### src/rtl/cpu_pkg.sv
// Shared definitions for the instruction-side fetch path.
// Holds the opcode constants the sequencer recognises, the fetch FSM state
// encoding and the default program-address width.
package cpu_pkg;

   localparam int ADDR_W = 6;

   localparam logic [7:0] OP_NOP  = 8'h00;
   localparam logic [7:0] OP_LDI  = 8'h10;
   localparam logic [7:0] OP_JMP  = 8'h20;
   localparam logic [7:0] OP_JMPC = 8'h21;
   localparam logic [7:0] OP_HALT = 8'hFF;

   typedef enum logic [1:0] {
      IDLE = 2'd0,
      RUN  = 2'd1,
      HALT = 2'd2
   } state_t;

endpackage

### src/rtl/fetch_unit_if.sv
// Bundle of loader, decoder-feedback and instruction signals around the
// fetch unit.
//   master : the side that feeds bytes / jump requests and consumes inst
//   slave  : the fetch unit itself
// Signals:
//   ld_valid/ld_data/ld_ready  byte-serial program loader (MSB byte first)
//   start                      begin execution at address 0
//   jmp_sig/jmp_sig_c/jmp_add  decoder jump requests and target
//   flag                       ALU compare result for conditional jumps
//   inst/pc                    current instruction word and its address
//   running/halted             FSM status
//   words_loaded               completed words since last load restart
interface fetch_unit_if #(
   parameter int ADDR_W = cpu_pkg::ADDR_W
);
   logic              ld_valid;
   logic [7:0]        ld_data;
   logic              ld_ready;
   logic              start;
   logic              jmp_sig;
   logic              jmp_sig_c;
   logic [ADDR_W-1:0] jmp_add;
   logic              flag;
   logic [31:0]       inst;
   logic [ADDR_W-1:0] pc;
   logic              running;
   logic              halted;
   logic [ADDR_W:0]   words_loaded;

   modport master (
      output ld_valid, ld_data, start, jmp_sig, jmp_sig_c, jmp_add, flag,
      input  ld_ready, inst, pc, running, halted, words_loaded
   );

   modport slave (
      input  ld_valid, ld_data, start, jmp_sig, jmp_sig_c, jmp_add, flag,
      output ld_ready, inst, pc, running, halted, words_loaded
   );
endinterface

### src/rtl/fetch_unit_prog_mem.sv
// Program memory: DEPTH x 32 words, one synchronous write port and one
// asynchronous read port. Contents survive reset on purpose so a loaded
// program can be rerun after rst.
// Ports:
//   clk    write clock
//   we     write enable
//   waddr  write address
//   wdata  write data
//   raddr  read address
//   rdata  read data (combinational)
module prog_mem #(
   parameter int ADDR_W = 6,
   parameter int DEPTH  = 2**ADDR_W
) (
   input  logic              clk,
   input  logic              we,
   input  logic [ADDR_W-1:0] waddr,
   input  logic [31:0]       wdata,
   input  logic [ADDR_W-1:0] raddr,
   output logic [31:0]       rdata
);

   logic [31:0] mem [DEPTH];

   always_ff @(posedge clk) begin
      if (we) begin
         mem[waddr] <= wdata;
      end
   end

   assign rdata = mem[raddr];

endmodule

### src/rtl/fetch_unit.sv
// Fetch unit: owns program memory and the PC, presents one registered
// instruction word per clock to the decoder, selects the next PC from the
// decoder's jump requests and the ALU flag, and fills memory through a
// byte-serial loader while idle.
// Ports:
//   clk  system clock (rising edge)
//   rst  asynchronous active-high reset
//   bus  fetch_unit_if.slave: loader, jump inputs, inst/pc/status outputs
module fetch_unit #(
   parameter int ADDR_W = cpu_pkg::ADDR_W,
   parameter int DEPTH  = 2**ADDR_W
) (
   input  logic         clk,
   input  logic         rst,
   fetch_unit_if.slave  bus
);
   import cpu_pkg::*;

   localparam logic [ADDR_W:0] WORDS_MAX = (ADDR_W+1)'(DEPTH);

   state_t            state_reg, state_next;
   logic [ADDR_W-1:0] pc_reg, pc_next;
   logic [31:0]       inst_reg, inst_next;
   logic [23:0]       asm_reg, asm_next;
   logic [1:0]        byte_cnt_reg, byte_cnt_next;
   logic [ADDR_W-1:0] wr_addr_reg, wr_addr_next;
   logic [ADDR_W:0]   words_loaded_reg, words_loaded_next;

   logic [ADDR_W-1:0] next_pc;
   logic [ADDR_W-1:0] rd_addr;
   logic [31:0]       rd_data;
   logic              mem_we;
   logic [31:0]       mem_wdata;
   logic              ld_ready;
   logic              accept;

   // start wins over a loader byte, so the loader stalls while start is high.
   assign ld_ready = (state_reg != RUN) && !bus.start;
   assign accept   = ld_ready && bus.ld_valid;

   // DEPTH is a power of two, so pc+1 wraps naturally.
   always_comb begin
      next_pc = pc_reg + 1'b1;
      if (bus.jmp_sig || (bus.jmp_sig_c && bus.flag)) begin
         next_pc = bus.jmp_add;
      end
   end

   // Outside RUN the only read needed is address 0 for a start request.
   assign rd_addr   = (state_reg == RUN) ? next_pc : '0;
   assign mem_wdata = {asm_reg, bus.ld_data};

   prog_mem #(
      .ADDR_W (ADDR_W),
      .DEPTH  (DEPTH)
   ) u_prog_mem (
      .clk   (clk),
      .we    (mem_we),
      .waddr (wr_addr_reg),
      .wdata (mem_wdata),
      .raddr (rd_addr),
      .rdata (rd_data)
   );

   always_comb begin
      state_next        = state_reg;
      pc_next           = pc_reg;
      inst_next         = inst_reg;
      asm_next          = asm_reg;
      byte_cnt_next     = byte_cnt_reg;
      wr_addr_next      = wr_addr_reg;
      words_loaded_next = words_loaded_reg;
      mem_we            = 1'b0;

      case (state_reg)
         IDLE, HALT: begin
            if (bus.start) begin
               // Any partially assembled word is dropped.
               state_next    = RUN;
               pc_next       = '0;
               inst_next     = rd_data;
               asm_next      = '0;
               byte_cnt_next = '0;
            end else if (accept) begin
               if (state_reg == HALT) begin
                  // A byte while halted restarts loading from word 0.
                  state_next        = IDLE;
                  asm_next          = {16'h0000, bus.ld_data};
                  byte_cnt_next     = 2'd1;
                  wr_addr_next      = '0;
                  words_loaded_next = '0;
               end else if (byte_cnt_reg == 2'd3) begin
                  mem_we        = 1'b1;
                  wr_addr_next  = wr_addr_reg + 1'b1;
                  byte_cnt_next = '0;
                  if (words_loaded_reg != WORDS_MAX) begin
                     words_loaded_next = words_loaded_reg + 1'b1;
                  end
               end else begin
                  asm_next      = {asm_reg[15:0], bus.ld_data};
                  byte_cnt_next = byte_cnt_reg + 1'b1;
               end
            end
         end

         RUN: begin
            if (inst_reg[31:24] == OP_HALT) begin
               // pc stays on the HALT word; decoder sees NOPs from here on.
               state_next = HALT;
               inst_next  = '0;
            end else begin
               pc_next   = next_pc;
               inst_next = rd_data;
            end
         end

         default: begin
            state_next = IDLE;
            inst_next  = '0;
         end
      endcase
   end

   always_ff @(posedge clk or posedge rst) begin
      if (rst) begin
         state_reg        <= IDLE;
         pc_reg           <= '0;
         inst_reg         <= '0;
         asm_reg          <= '0;
         byte_cnt_reg     <= '0;
         wr_addr_reg      <= '0;
         words_loaded_reg <= '0;
      end else begin
         state_reg        <= state_next;
         pc_reg           <= pc_next;
         inst_reg         <= inst_next;
         asm_reg          <= asm_next;
         byte_cnt_reg     <= byte_cnt_next;
         wr_addr_reg      <= wr_addr_next;
         words_loaded_reg <= words_loaded_next;
      end
   end

   assign bus.ld_ready     = ld_ready;
   assign bus.inst         = inst_reg;
   assign bus.pc           = pc_reg;
   assign bus.running      = (state_reg == RUN);
   assign bus.halted       = (state_reg == HALT);
   assign bus.words_loaded = words_loaded_reg;

endmodule

### src/flat_wrapper.sv
// flat-port wrapper written by rule: the top's interface ports become plain ports
module fetch_unit_flat import cpu_pkg::*;
#(
   parameter int ADDR_W = cpu_pkg::ADDR_W,
   parameter int DEPTH  = 2**ADDR_W
)
  (clk, rst, bus_ld_valid, bus_ld_data, bus_start, bus_jmp_sig, bus_jmp_sig_c, bus_jmp_add, bus_flag, bus_ld_ready, bus_inst, bus_pc, bus_running, bus_halted, bus_words_loaded);
  fetch_unit_if #(.ADDR_W(ADDR_W)) bus_i ();
  input  logic clk;
  input  logic rst;
  input wire logic [$bits(bus_i.ld_valid)-1:0] bus_ld_valid;
  input wire logic [$bits(bus_i.ld_data)-1:0] bus_ld_data;
  input wire logic [$bits(bus_i.start)-1:0] bus_start;
  input wire logic [$bits(bus_i.jmp_sig)-1:0] bus_jmp_sig;
  input wire logic [$bits(bus_i.jmp_sig_c)-1:0] bus_jmp_sig_c;
  input wire logic [$bits(bus_i.jmp_add)-1:0] bus_jmp_add;
  input wire logic [$bits(bus_i.flag)-1:0] bus_flag;
  output wire logic [$bits(bus_i.ld_ready)-1:0] bus_ld_ready;
  output wire logic [$bits(bus_i.inst)-1:0] bus_inst;
  output wire logic [$bits(bus_i.pc)-1:0] bus_pc;
  output wire logic [$bits(bus_i.running)-1:0] bus_running;
  output wire logic [$bits(bus_i.halted)-1:0] bus_halted;
  output wire logic [$bits(bus_i.words_loaded)-1:0] bus_words_loaded;
  assign bus_i.ld_valid = bus_ld_valid;
  assign bus_i.ld_data = bus_ld_data;
  assign bus_i.start = bus_start;
  assign bus_i.jmp_sig = bus_jmp_sig;
  assign bus_i.jmp_sig_c = bus_jmp_sig_c;
  assign bus_i.jmp_add = bus_jmp_add;
  assign bus_i.flag = bus_flag;
  assign bus_ld_ready = bus_i.ld_ready;
  assign bus_inst = bus_i.inst;
  assign bus_pc = bus_i.pc;
  assign bus_running = bus_i.running;
  assign bus_halted = bus_i.halted;
  assign bus_words_loaded = bus_i.words_loaded;
  fetch_unit #(.ADDR_W(ADDR_W), .DEPTH(DEPTH)) u_core (.clk(clk), .rst(rst), .bus(bus_i));
endmodule
### config.mk
export PLATFORM = sky130hd
export DESIGN_NAME = fetch_unit_flat
export DESIGN_NICKNAME = d
export VERILOG_FILES = /design/src/rtl/cpu_pkg.sv /design/src/rtl/fetch_unit_if.sv /design/src/rtl/fetch_unit_prog_mem.sv /design/src/rtl/fetch_unit.sv /design/src/flat_wrapper.sv
export SDC_FILE = /design/constraint.sdc
export NUM_CORES = 2
export LEC_CHECK = 0
export ABC_AREA = 0
export CELL_PAD_IN_SITES_DETAIL_PLACEMENT = 1
export CELL_PAD_IN_SITES_GLOBAL_PLACEMENT = 1
export CORE_UTILIZATION = 28
export DETAILED_ROUTE_END_ITERATION = 8
export GPL_TIMING_DRIVEN = 0
export PLACE_DENSITY = 0.43
export SLEW_MARGIN = 20
export SYNTH_ARGS = -nofsm -noshare
export SYNTH_HDL_FRONTEND = slang
export SYNTH_HIERARCHICAL = 1
export SYNTH_SLANG_ARGS = --single-unit
### constraint.sdc
create_clock -name clk -period 8.1 [get_ports clk]
set_input_delay 1.215 -clock clk [delete_from_list [all_inputs] [get_ports clk]]
set_output_delay 1.215 -clock clk [all_outputs]
set_load 0.03 [all_outputs]
==> impl_results.md <==
* Max rail drop VDD at 0.219 mV
* Class of the tightest hold or removal check: reg -> reg
* Utilization of the core after routing at 34.3%
* Largest driver fanout on the critical path at 10
* Clock latency on the worst-skew pair at 910 ps
* Cts-stage hold buffer count at 0
* Core Region at 0.288 mm2
* WL final at 303 mm
* Crit path capture type: register
* Shortest clock period the worst path allows after layout at 6710 ps
* Horizontal die dimension at 541 um
* Sequential share of the synthesized area at 78.0%
* Count of nets left with antenna violations after detail routing at 0
* Most instantiated flip-flop cell in the synthesis netlist: edfxtp_1
* Residual DRC at 0
* Final #Nets at 4136
* Flip-flop and latch count after synthesis at 2127
* Final Slew Violations at 0
* Buffer depth of the longest clock path at 4
* Vias per cell at 5.17
* Pin count of the biggest net entering global routing at 67
* Maxcap violations at 0
* Hold Startpoint: u_core/bus.inst[13]
* Worst path required time at 8900 ps
* Max Clock Skew at 55.3 ps
* 1st-iter DRT viols at 4570
* Number of enable-type register cells in the synthesized netlist at 2048
* Clock root cell: clkbuf_16
* # rows at 197
* Remaining global-route overflow at 0
* Leakage component of the power at 31.1 nW
* Highest achievable clock rate at 149 MHz
* Detailed-placement wirelength estimate at 209 mm
* Vias in the first global route at 43177
* Wire length of the first global-routing pass at 403 mm
* Max reg flops at 2048
* Die Span Y at 541 um
* Number of placed instances with taps included at 7651
* Gate count after technology mapping at 3607
* Mapped cell area at 0.0813 mm2
* Count of non-filler cells in the finished layout at 8082
* Startpoint of the most critical register-to-register path: u_core/state_reg[1]
* Synthesis-to-finish area growth at 21.6%
* Yosys synthesis warning count at 6
* Post-synthesis async set-or-reset flop share at 3.71%
* IO Count at 69
* Unrepaired setup endpoints after global routing: no
* H-Tree Level Count at 4
* Worst hold slack across all endpoints at 500 ps
* Vias after detailed routing at 41809
* Total power draw at 34.8 mW
* Initial core utilization at 28.2%
* Number of antenna violations at the first check in global routing at 25
* Number of setup buffers added after CTS at 0
* TritonCTS clock tree: yes
* TritonCTS sink count at 2127
* Fraction of synthesized cell area taken by the top area cell type at 75.6%
* Biggest area contributors in the synthesized netlist: edfxtp_1 (76%), mux4_2 (15%), dfrtp_1 (2.4%)
* Final Cycle Share at 82.8%
* Launch point of the critical path: bus_jmp_sig_c
* Detail-routed net length per standard cell at 37.5 um
* Finish-stage setup viols at 0
* Count of buffers inserted at the top-level ports at 66
* Biggest area consumer among synthesized cells: edfxtp_1
* Post-CTS clock slew at the launch and capture registers of the worst setup and hold paths at 60 ps
* # resized after CTS at 0
* Floorplan die area at 0.293 mm2
* Total power density per cell area at 352 mW/mm2
* Post-synthesis cell type count at 58
* Slew at the pin with the worst max-slew slack at 1190 ps
* Drt first pass iters at 5
* Type of the setup path with the least slack: in -> reg
* Total clock buffers created by CTS at 238
* Post-synth net total at 3633
* Relative slew slack at 20.7%
* Non-Filler Cell Area, Final at 0.0989 mm2
* Final RePlAce weighted congestion at 0.767
* Result of the run: finished, final reports clean
* Share of cells above drive strength 1 at 30.2%
* Cell area reported after detailed placement at 0.0916 mm2
* Worst path arrival time at 7500 ps
* Overall Global Routing Usage at 20.6%
* Avg Cell Area, Syn at 22.5 um2
* Worst setup SP type: primary input
* Final-report hold violation count at 0
[cells in the mapped netlist, types with 21 or more instances]
master    number
dfrtp_1       79
mux4_2       544
edfxtp_1    2048
a21oi_1       73
o21ai_0       47
clkbuf_1      80
buf_4         26
nor2_1       147
mux2i_1       94
o22ai_1       86
o221ai_1      27
nand2_1       58
a22o_1        41
buf_1         21
buf_2         64
[routing by layer]
layer	up-vias	track usage [%]	wire length [um]	share of wire [%]
met2	1278	35.4	153000	50
li1	16399	-	-	-
met3	323	2.70	15900	5.2
met4	0	4.67	7010	2.3
met1	23809	27.6	128000	42
met5	-	0	0	0
[cells in the final DEF, fill, tap and decap left out, types with 10 or more instances in the layout]
| master | n |
|---|---|
| mux2i_1 | 94 |
| mux4_2 | 544 |
| buf_1 | 13 |
| nand3_1 | 13 |
| buf_6 | 16 |
| a21oi_1 | 73 |
| o21ai_0 | 47 |
| clkinv_1 | 56 |
| nand2_1 | 58 |
| edfxtp_1 | 2048 |
| a22o_1 | 41 |
| bufinv_16 | 13 |
| clkinv_2 | 39 |
| nor2b_1 | 17 |
| buf_2 | 70 |
| a22oi_1 | 12 |
| buf_16 | 67 |
| buf_4 | 42 |
| buf_12 | 113 |
| dfrtp_1 | 55 |
| clkdlybuf4s50_1 | 58 |
| nor2_1 | 85 |
| dfrtp_4 | 19 |
| clkbuf_1 | 113 |
| nor2_4 | 63 |
| o221ai_1 | 27 |
| clkbuf_16 | 244 |
| o22ai_1 | 86 |
| nand2b_1 | 10 |
| clkbuf_2 | 27 |
[layout make-up]
class / instances / area [um2]
well taps: 3781 / 4730
plain buffers: 200 / 1030
inverters: 10 / 42.5
flip-flops and latches: 2127 / 63600
multi-input cells: 1270 / 17300
fillers: 27983 / 189000
repair buffers: 263 / 4910
clock buffers: 307 / 6400
clock inverters: 116 / 892
diodes: 8 / 20.0
[power breakdown]
part	switching, mW	internal [mW]	total, mW
logic	6.65	3.63	10.3
clock network	4.45	5.93	10.4
registers	0.833	13.3	14.1
[kinds of logic after synthesis]
logic type               after synthesis  synth area share (%)
AO/OA/AOI/OAI                        313                  2.54
AND/OR/NAND/NOR                      305                  1.74
flip-flops                          2127                  78.0
XOR/XNOR                               2                0.0215
adder cells (fa/ha/maj)                5                0.0769
buffers and inverters                210                  1.26
multiplexers                         645                  16.3
[worst max-delay path, stage by stage]
cell             delay [ps]
clkdlybuf4s50_1         460
a21oi_1                 580
nor2_1                   80
a211oi_1                390
clkbuf_1                620
buf_2                   500
buf_2                   520
buf_2                   500
buf_2                   610
mux2i_1                 290
a21oi_1                 210
a21oi_1                 790
nor2_1                  380
a22o_1                  300
[final timing paths]
| kind | to | slack [ps] | cells after the start |
|---|---|---|---|
| max | u_core/bus.inst[19] | 1390 | 14 |
| min | u_core/bus.inst[13] | 500 | 1 |
| max reg2reg | u_core/bus.inst[19] | 1990 | 13 |
| min reg2reg | u_core/bus.inst[13] | 500 | 1 |
| max in group asynchronous | u_core/bus.inst[11] | 6700 | 3 |
| min in group asynchronous | u_core/bus.words_loaded[5] | 690 | 2 |
[through the flow]
step                setup slack [ps]  setup TNS [ps]
floorplan                       2870               0
global placement               -3820         -355140
detailed placement               404               0
CTS                             1350               0
global route                    1180               0
finish                          1390               0
(Power assumes the default switching activity.)
